`src/rtl/idli_pkg.sv`:
```
// Shared types and constants for the idli core; this slice carries the SQI
// master's state encoding and command opcodes.
package idli_pkg;

  typedef logic [1:0]  ctr_t;
  typedef logic [3:0]  slice_t;
  typedef logic [15:0] data_t;

  typedef enum logic [2:0] {
    SQI_IDLE,
    SQI_GAP,
    SQI_CMD,
    SQI_ADDR,
    SQI_DUMMY,
    SQI_DATA
  } sqi_state_t;

  localparam logic [7:0] SQI_CMD_READ  = 8'h03;
  localparam logic [7:0] SQI_CMD_WRITE = 8'h02;

  // Command byte followed by the 24b byte address of a 16b word address.
  function automatic logic [31:0] sqi_preamble(input logic [7:0] cmd,
                                               input data_t      addr);
    return {cmd, 7'b0, addr, 1'b0};
  endfunction

endpackage

```
`src/rtl/idli_sqi_m.sv`:
```
// SQI master: issues command/address/turnaround to the serial memory, then
// streams data a nibble per GCK, assembling 16b read words for decode.
module idli_sqi_m
  import idli_pkg::*;
#(
  parameter logic [7:0]  CMD_READ  = SQI_CMD_READ,
  parameter logic [7:0]  CMD_WRITE = SQI_CMD_WRITE,
  parameter int unsigned CS_GAP    = 2
) (
  input  logic   i_sq_gck,
  input  logic   i_sq_rst_n,
  input  ctr_t   i_sq_ctr,
  input  logic   i_sq_redir,
  input  data_t  i_sq_addr,
  input  logic   i_sq_wr,
  input  slice_t i_sq_wdata,
  input  slice_t i_sq_sio,
  output slice_t o_sq_sio,
  output logic   o_sq_sio_oe,
  output logic   o_sq_cs_n,
  output logic   o_sq_sck_en,
  output data_t  o_sq_enc,
  output logic   o_sq_enc_vld,
  output logic   o_sq_busy
);

  // Last GAP cycle index that satisfies the chip-select high time.
  localparam logic [3:0] GAP_LAST = (CS_GAP > 1) ? 4'(CS_GAP - 1) : 4'd0;

  sqi_state_t  state, state_next;
  logic [3:0]  nib_cnt;
  logic [31:0] shift;
  logic        wr_q;
  slice_t      slot0, slot1, slot2;
  logic        redir_ok;
  logic        in_pre;

  assign redir_ok = i_sq_redir && (i_sq_ctr == 2'd3);
  assign in_pre   = (state == SQI_GAP) || (state == SQI_CMD) ||
                    (state == SQI_ADDR) || (state == SQI_DUMMY);

  always_comb begin
    state_next = state;
    unique case (state)
      SQI_IDLE:  if (redir_ok) state_next = SQI_GAP;
      // Alignment makes DATA start at ctr==0 for both reads and writes.
      SQI_GAP:   if (nib_cnt >= GAP_LAST &&
                     (wr_q ? (i_sq_ctr == 2'd3) : (i_sq_ctr == 2'd1)))
                   state_next = SQI_CMD;
      SQI_CMD:   if (nib_cnt == 4'd1) state_next = SQI_ADDR;
      SQI_ADDR:  if (nib_cnt == 4'd5) state_next = wr_q ? SQI_DATA : SQI_DUMMY;
      SQI_DUMMY: if (nib_cnt == 4'd1) state_next = SQI_DATA;
      SQI_DATA:  if (redir_ok) state_next = SQI_GAP;
      default:   state_next = SQI_IDLE;
    endcase
  end

  always_ff @(posedge i_sq_gck) begin
    if (!i_sq_rst_n) begin
      state   <= SQI_IDLE;
      nib_cnt <= '0;
      shift   <= '0;
      wr_q    <= 1'b0;
      slot0   <= '0;
      slot1   <= '0;
      slot2   <= '0;
    end else begin
      state <= state_next;

      if (state_next != state)
        nib_cnt <= '0;
      else if (in_pre)
        nib_cnt <= nib_cnt + 4'd1;

      if (redir_ok && (state == SQI_IDLE || state == SQI_DATA)) begin
        shift <= sqi_preamble(i_sq_wr ? CMD_WRITE : CMD_READ, i_sq_addr);
        wr_q  <= i_sq_wr;
      end else if (state == SQI_CMD || state == SQI_ADDR) begin
        shift <= {shift[27:0], 4'h0};
      end

      if (state == SQI_DATA && !wr_q) begin
        unique case (i_sq_ctr)
          2'd0:    slot0 <= i_sq_sio;
          2'd1:    slot1 <= i_sq_sio;
          2'd2:    slot2 <= i_sq_sio;
          default: ;
        endcase
      end
    end
  end

  always_comb begin
    o_sq_sio     = '0;
    o_sq_sio_oe  = 1'b0;
    o_sq_cs_n    = 1'b1;
    o_sq_sck_en  = 1'b0;
    o_sq_enc_vld = 1'b0;
    o_sq_busy    = in_pre;
    unique case (state)
      SQI_CMD, SQI_ADDR: begin
        o_sq_sio    = shift[31:28];
        o_sq_sio_oe = 1'b1;
        o_sq_cs_n   = 1'b0;
        o_sq_sck_en = 1'b1;
      end
      SQI_DUMMY: begin
        o_sq_cs_n   = 1'b0;
        o_sq_sck_en = 1'b1;
      end
      SQI_DATA: begin
        o_sq_cs_n   = 1'b0;
        o_sq_sck_en = 1'b1;
        if (wr_q) begin
          o_sq_sio    = i_sq_wdata;
          o_sq_sio_oe = 1'b1;
        end else begin
          o_sq_enc_vld = (i_sq_ctr == 2'd3);
        end
      end
      default: ;
    endcase
  end

  assign o_sq_enc = {slot0, slot1, slot2, i_sq_sio};

endmodule

```
`config.mk`:
```
export PLATFORM = sky130hd
export DESIGN_NAME = idli_sqi_m
export DESIGN_NICKNAME = d
export VERILOG_FILES = /design/src/rtl/idli_pkg.sv /design/src/rtl/idli_sqi_m.sv
export SDC_FILE = /design/constraint.sdc
export NUM_CORES = 1
export LEC_CHECK = 0
export CORE_ASPECT_RATIO = 0.7
export CORE_MARGIN = 2
export CORE_UTILIZATION = 25
export CTS_BUF_LIST = sky130_fd_sc_hd__clkbuf_4 sky130_fd_sc_hd__clkbuf_8
export CTS_CLUSTER_DIAMETER = 80
export DETAILED_ROUTE_END_ITERATION = 8
export PLACE_DENSITY = 0.5
export SYNTH_ARGS = -nofsm -noshare
export SYNTH_HDL_FRONTEND = slang
export SYNTH_SLANG_ARGS = --single-unit
```
`constraint.sdc`:
```
create_clock -name i_sq_gck -period 2.3 [get_ports i_sq_gck]
set_input_delay 0.345 -clock i_sq_gck [delete_from_list [all_inputs] [get_ports i_sq_gck]]
set_output_delay 0.345 -clock i_sq_gck [all_outputs]
set_load 0.01 [all_outputs]
```
* After elaboration in Yosys (flattened, before gate mapping) *
Cells that the tools add are included.
Widths: inputs -> output; s select.

cells by class
  reduce and logical (&&, ||, !) cells = 21
  add/subtract/negate cells = 1
  equal/unequal tests = 11
  order comparisons = 1
  mux-type cells = 19
  bitwise logic cells = 1

operators with widths
  kind                 number
  $mux 32              2
  $mux 3               5
  $pmux 3 s5           1
  $mux 1               8
  $pmux 4 s2           1
  $reduce_or 2->1      4
  $eq 3x2->1 const B   2
  $eq 3x3->1 const B   2
  $reduce_and 2->1     3
  $logic_or 1x1->1     5
  $add 4x1->4 const B  1
  $eq 2x2->1 const B   2
  $eq 4x1->1 const B   1
  $eq 4x3->1 const B   1
  $ge 4x1->1 const B   1
  $logic_and 1x1->1    4
  $mux 4               1
  $reduce_or 4->1      1
  $eq 3x1->1 const B   1
  $logic_not 3->1      1
  $ne 3x3->1           1
  $eq 2x1->1 const B   1
  $logic_not 2->1      1
  $pmux 1 s2           1
  other kinds (3)      3

storage, ports and cells
  logic and storage cells = 62
  register bits after elaboration = 51

* Longest topological paths before layout *
Gate-level depths: netlist of the first run.

  depth after elaboration = 7
  gate-level depth with buffers = 8
  mapped depth without buffers = 6

* Least setup slack after synthesis of the first run *
Ideal clock, no wire load.

  path type = reg2out
  start = register state[2]
  end = output o_sq_sio_oe
  data required time = 1,955 ps
  stages on the path, launching flop included = 7
  data arrival time = 1,552 ps
  slack = 403 ps
  path through = dfxtp_1 > buf_4 > inv_1 > ha_1 > buf_2 > buf_1 > or2_2

between the ends
  cells in the longest elaborated chain, start to end = 3
  elaborated cells between the ends (all ways) = 5
  those cells by class = 3 x eq/ne; 1 x mux; 1 x reduce/logical

RTL lines
  item                    line               source
  from (decl)             idli_sqi_m.sv:30   sqi_state_t state, state_next;
  from (signal assigned)  idli_sqi_m.sv:68   state <= state_next;
  $eq 3x2->1              idli_sqi_m.sv:100  unique case (state)
  $reduce_or 2->1         idli_sqi_m.sv:100
  $pmux 1 s2 *            idli_sqi_m.sv:100
  to (decl)               idli_sqi_m.sv:19   output logic o_sq_sio_oe,

Every way passes the cells marked *; elsewhere a longest branch is shown, timed or not.

* Final worst setup path of the first run *
  start = register state[1]
  end = output o_sq_busy

between the ends
  cells in the longest elaborated chain, start to end = 4
  elaborated cells between the ends (all ways) = 7
  those cells by class = 4 x eq/ne; 3 x reduce/logical

RTL lines
  item                                             line              source
  $eq 3x1->1 / $eq 3x2->1 (equally long branches)  idli_sqi_m.sv:39  assign in_pre = (state == SQI_GAP) || (state == SQI_CMD) ||
  $logic_or 1x1->1 (2 in series)                   idli_sqi_m.sv:39
  $logic_or 1x1->1 *                               idli_sqi_m.sv:40  (state == SQI_ADDR) || (state == SQI_DUMMY);
  to (decl)                                        idli_sqi_m.sv:24  output logic o_sq_busy

Marked as above.

==> results of run 1 <==
## state kept, by name, indices dropped and copies added (netlist names)
register / flops
shift: 31
wr_q: 1
slot0: 4
state: 3
slot2: 4
nib_cnt: 4
slot1: 4
## worst reg2reg max path, cell delays in order, from the launching register on
cell and delay, ps:
dfxtp_1 380, inv_1 70, ha_1 210, or4b_4 510, a31o_1 200, o211a_2 150, nor4_1 320
## repair_timing
action                                  4_1_cts  5_1_grt
resized for setup                             0        2
buffers inserted                              0        0
endpoints found under the setup margin        0        2
## metal layers
metal / GRT usage / vias to the layer above / share of wire
li1: - / 1016 / -
met2: 0.141 / 56 / 0.38
met1: 0.162 / 924 / 0.55
met5: 0 / - / 0
met3: 0.0339 / 8 / 0.063
met4: 0.0306 / 0 / 0.0094
## cell type report
cell class                      instances  share of cell area
Clock buffer                            6              0.0231
Clock inverter                          1             0.00908
Inverter                                9              0.0102
Multi-Input combinational cell        179               0.407
Sequential cell                        51               0.309
Tap cell                              128              0.0484
Timing Repair Buffer                   67               0.193
## final timing paths
kind / startpoint / end / slack (ps) / depth (start not counted)
min: shift[2] / shift[2] / 490 / 2
max: state[1] / o_sq_busy / 120 / 5
max reg2reg: nib_cnt[1] / nib_cnt[1] / 370 / 6
min reg2reg: shift[2] / shift[2] / 490 / 2
## kinds of logic (layout without fill, tap and decap cells)
group           count (synthesis)  after routing  share of synthesized area
mux                            40             40                      0.158
fa+ha+maj                       5              5                     0.0247
xor+xnor                        5              5                     0.0173
flops                          51             51                      0.403
buf+inv                        34             83                     0.0715
simple gates                   92             92                      0.202
compound gates                 37             37                      0.124
## cell usage in the layout, fill, tap and decap left out, types with 5 or more instances in the layout
| cell | netlist | routed |
|---|---|---|
| clkdlybuf4s50_1 | 0 | 54 |
| dfxtp_1 | 51 | 51 |
| mux2i_1 | 40 | 40 |
| nand2_1 | 24 | 23 |
| nor2_1 | 19 | 19 |
| buf_4 | 8 | 13 |
| nor2b_1 | 12 | 12 |
| o211a_1 | 12 | 12 |
| inv_1 | 9 | 9 |
| nand3_1 | 6 | 6 |
| a21boi_1 | 6 | 6 |
| clkbuf_8 | 0 | 5 |
## power by group
group          total, uW  leakage [uW]  internal (uW)  switching (uW)
Sequential           915      0.000413            902            12.9
Combinational        189      0.000911            106            82.6
Clock                619     0.0000547            331             288
Total               1720       0.00138           1340             383
## stage by stage
step                std cells  total power, uW  hold slack (ps)   util
global placement          434             1120              475  0.326
floorplan                 264             1040              460      -
detailed placement        434             1120              482  0.326
CTS                       441             1750              498  0.336
global route              441             1800              525  0.338
finish                    441             1720              491  0.338
==> metrics.md, run 1 <==
| Metric | Value |
|---|---|
| DR pass1 iterations | 4 |
| Post-DP HPWL | about 4200 um |
| Antenna violations before repair | 0 |
| Hold_buf cts | 0 |
| Peak fanout along the critical path | 14 |
| Pre-CTS setup slack | 168 ps |
| Minimum clock period | roughly 2200 ps |
| Cts bufs inserted | 5 |
| Final net count | 348 |
| VDD IR max | around 190 uV |
| Lkg Pwr | roughly 0.0014 uW |
| Final setup TNS | 0 ps |
| Die width | 124 um |
| Fin. max-slew vios | 0 |
| Number of routed nets with antenna violations | 0 |
| Crit-path slowest cell | clkdlybuf4s50_1 |
| Core area | 9800 um^2 |
| Total GRT Usage | 0.106 |
| Root Buffer | clkbuf_8 |
| Fin area | 3310 um^2 |
| Yosys top cell area share | 0.403 |
| DR DRC count | 0 |
| Filler cells | a little over 1,000 |
| Final setup vio count | 0 |
| Fmax | 459 MHz |
| Worst Path Arrival | 1830 ps |
| Seq/Total Area, Yosys | 0.403 |
| RSZ-0062 raised after global routing | false |
| Most common flop cell mapped by yosys | dfxtp_1 |
| Hold Path Class | flop to flop |
| WL/cell | 13.1 um |
| Max incr delay on CP | 470 ps |
| Port Buffers | 54 |
| Most common cell in the netlist | dfxtp_1 |
| Placed instance area | 3190 um^2 |
| Die Ht | 88.3 um |
| Post-synth top area cell | dfxtp_1 |
| CP startpoint kind | flop |
| Synthesized flop and latch total | 51 |
| Footprint of the multi-input gates | 1350 um^2 |
| GPL Wtd Cong | about 0.80 |
| Library cells used by synthesis | 51 |
| Worst-Margin Slew | 594 ps |
| EDFF count, synth | 0 |
| Clk Latency, worst-skew pair | 300 ps |
| Gr ovfl total | 0 |
| Worst setup margin | approximately 120 ps |
| Max cap viols | 0 |
| Initial core utilization | 0.259 |
| Fin. Hold Viols | 0 |
| Post-synth top cells | dfxtp_1, mux2i_1, nand2_1 |
| Area grow syn2layout | 30.4% |
| Period utilization | 0.948 |
| Pwr/cell area | 521 nW/um^2 |
| TritonCTS Sinks | ~50 |
| Vias per inst | 4.54 |
| Pin count of the biggest net entering global routing | 33 |
| Worst path bufs/invs | 3 |
| Synthesis Warnings | 0 |
| Total Wirelength | 5760 um |
| CTS tree | built |
| Vias | around 2,000 |
| Ys async rst share | 0 |
| H-tree depth | 2 |
| ANT cells | 0 |
| Crit-path cells | buf_4 -> or3_1 -> nand2_2 -> inv_1 -> clkdlybuf4s50_1 |
| Post-Syn Nets | 299 |
| Register area | 1020 um^2 |
| Area contributors post-synth | dfxtp_1, mux2i_1, o211a_1, nand2_1, nor2b_1 |
| Crit Path Category | flop to primary output |
| CP required | 1960 ps |
| Synth Instances | 264 |
| I/O pin total | between 50 and 60 |
| Vias in the first global route | ~1,800 |
| Outcome | finished, final reports clean |
| Global-route wire length before repair | 9350 um |
| Max-slew headroom | 0.599 |
| Layout cell share with drive strength beyond 1 | 0.0958 |
| Synthesized area | 2540 um^2 |
| Clock buffer depth | 2 |
| Clk pin slew, worst setup/hold paths | 90 ps |
| CP Capture Type | primary output |
| Top Family by Delay on Critical Path | buffers and inverters |
| Worst Skew | just under 6 ps |
| Initial drt markers | 75 |
| Syn avg cell area | 9.61 um^2 |
| Number of cell rows | 30 |
| DIE AREA | 11,000 um^2 |
No activity file was read; power rests on OpenSTA's default activity.
==> run 2: changes to the inputs <==
- clock period: 2.3 -> 2.4 ns (I/O delays scaled with it)
==> run 2 against run 1 <==
Global-route usage rose by 0.31 points. Via count fell by 1.7%. Setup slack got worse by 28 ps. Sequential power fell by 4.3%. Critical path type unchanged. Sequential share of layout area barely moved. Clock-buffer cell count did not move.
==> metrics.md, run 2 (same netlist as run 1, synthesis figures left out) <==
| Metric | Value |
|---|---|
| Initial drt markers | 73 (was 75) |
| Core Util, Final | 0.337 (was 0.338) |
| Max-slew headroom | 0.600 (was 0.599) |
| Gr ovfl total | 0 (unchanged) |
| Reg-to-reg startpoint | nib_cnt[1] (unchanged) |
| CP startpoint kind | flop (unchanged) |
| Peak fanout along the critical path | 13 (was 14) |
| Total GRT Usage | 0.110 (was 0.106) |
| Core area | 9800 um^2 (unchanged) |
| Final setup vio count | 0 (unchanged) |
| Crit-path slowest cell | clkdlybuf4s50_1 (unchanged) |
| Met1 Use GR | 0.161 (was 0.162) |
| Die width | 124 um (unchanged) |
| Clk Latency, worst-skew pair | 310 ps (was 300 ps) |
| Initial core utilization | 0.259 (unchanged) |
| Worst-Margin Slew | 594 ps (about the same) |
| Worst Skew | 12.5 ps (was 5.96 ps) |
| ANT cells | 0 (unchanged) |
| Die Ht | 88.3 um (unchanged) |
| Hold_sp | shift[4] (was shift[2]) |
| Fmax | 433 MHz |
| M2 GR Usage | 0.155 (was 0.141) |
| GPL Wtd Cong | 0.833 (was 0.800) |
| Final setup TNS | 0 ps (unchanged) |
| Port Buffers | 54 (unchanged) |
| Most frequent cells in the layout | clkdlybuf4s50_1, dfxtp_1, mux2i_1, nand2_1, nor2_1 (unchanged) |
| Most flops, register | shift (unchanged) |
| Number of cell rows | 30 (unchanged) |
| Crit Path Category | flop to primary output (unchanged) |
| Vias | 1,970 (was 2,004) |
| WL/cell | 13.5 um (was 13.1 um) |
| Number of routed nets with antenna violations | 0 (unchanged) |
| CP required | 2040 ps (was 1960 ps) |
| Cts bufs inserted | 5 (unchanged) |
| Minimum clock period | 2310 ps |
| Clock buffer depth | 2 (unchanged) |
| Period utilization | 0.962 |
| Vias per inst | 4.49 (was 4.54) |
| Max incr delay on CP | 480 ps (was 470 ps) |
| Post-DP HPWL | 4240 um (was 4200 um) |
| DIE AREA | 11,000 um^2 (unchanged) |
| Lkg Pwr | 0.00134 uW (was 0.00138 uW) |
| Worst reg-to-reg path cell count | 6 (unchanged) |
| Root Buffer | clkbuf_8 (unchanged) |
| Vias in the first global route | 1,893 (was 1,836) |
| Max cap viols | 0 (unchanged) |
| CTS tree | built (unchanged) |
| Total Wirelength | 5930 um (was 5760 um) |
| Hold_buf cts | 0 (unchanged) |
| Final net count | 345 (was 348) |
| Most common cell after layout, fill and taps aside | clkdlybuf4s50_1 (unchanged) |
| TritonCTS Sinks | 51 (unchanged) |
| Pwr/cell area | 536 nW/um^2 (was 521 nW/um^2) |
| DR DRC count | 0 (unchanged) |
| Hold path depth | 2 (unchanged) |
| VDD IR max | 225 uV (was 194 uV) |
| Clk pin slew, worst setup/hold paths | 100 ps (was 90 ps) |
| Outcome | finished, final reports clean (unchanged) |
| Fin. Hold Viols | 0 (unchanged) |
| Number of flip-flops in the largest register | 31 (unchanged) |
| Post CTS Setup Buffer Count | 0 (unchanged) |
| Worst Path Arrival | 1950 ps (was 1830 ps) |
| Top Usage Layer GRT | met1 (unchanged) |
| Area grow syn2layout | 30.2% (was 30.4%) |
| RSZ-0062 raised after global routing | false (unchanged) |
| CP Capture Type | primary output (unchanged) |
| Layout cell share with drive strength beyond 1 | 0.0868 (was 0.0958) |
| Hold Path Class | flop to flop (unchanged) |
| Post-cts repair resize count | 0 (unchanged) |
| Global-route wire length before repair | 9590 um (was 9350 um) |
| Pin count of the biggest net entering global routing | 32 (was 33) |
| H-tree depth | 2 (unchanged) |
| Grt met3 use | 0.0326 (was 0.0339) |
| DR pass1 iterations | 4 (unchanged) |
| I/O pin total | 55 (unchanged) |
| CP startpoint | state[2] (was state[1]) |
| Fin. max-slew vios | 0 (unchanged) |
| Antenna violations before repair | 0 (unchanged) |
| Crit-path cells | buf_4 -> or3_1 -> nand2_1 -> inv_1 -> clkdlybuf4s50_1 (was buf_4 -> or3_1 -> nand2_2 -> inv_1 -> clkdlybuf4s50_1) |
==> run 2: routing by layer <==
metal	routed length, um	vias to the layer above
li1	-	1014
met5	0	-
met4	65	0
met1	3310	902
met2	2260	47
met3	289	7
==> run 2: path summary, 6_finish.rpt <==
kind	end	slack (ps)
hold reg to reg	shift[4]	490
hold / removal	shift[4]	490
setup / recovery	o_sq_busy	90
setup reg to reg	nib_cnt[1]	400
==> run 2: through the flow <==
stage                     instances  total power, uW  setup slack (ps)  instance area, um^2  hold WS [ps]
final                           439             1770              92.3                 3300           493
after global routing            439             1850              11.6                 3300           523
after CTS                       439             1800              80.9                 3300           496
after detailed placement        431             1080               120                 3170           481
after global placement          431             1070               202                 3170           476
after floorplan                 264              992               488                 2540           460
==> run 2: critical path, delay by kind of cell (launching register included) <==
family        cells  cell delay, ps
buf+inv           3             710
simple gates      2             580
flops             1             340
==> run 2: power by group <==
group / internal (uW) / switching, uW / leakage [uW]
combinational: 98.6 / 80.0 / 0.000862
sequential: 865 / 11.7 / 0.000413
clock: 428 / 288 / 0.0000688
==> run 2: final cells by class <==
class | count | area, um^2
Multi-Input combinational cell | 179 | 1340
Clock buffer | 6 | 76.3
Fill cell | 1018 | 6490
Tap cell | 128 | 160
Clock inverter | 2 | 60.1
Sequential cell | 51 | 1020
Inverter | 9 | 33.8
Timing Repair Buffer | 64 | 616
==> run 3: changes to the inputs <==
- SLEW_MARGIN: unset -> 30
==> results of run 3 <==
No change in the layout: final DEF, timing and power equal those of run 2.
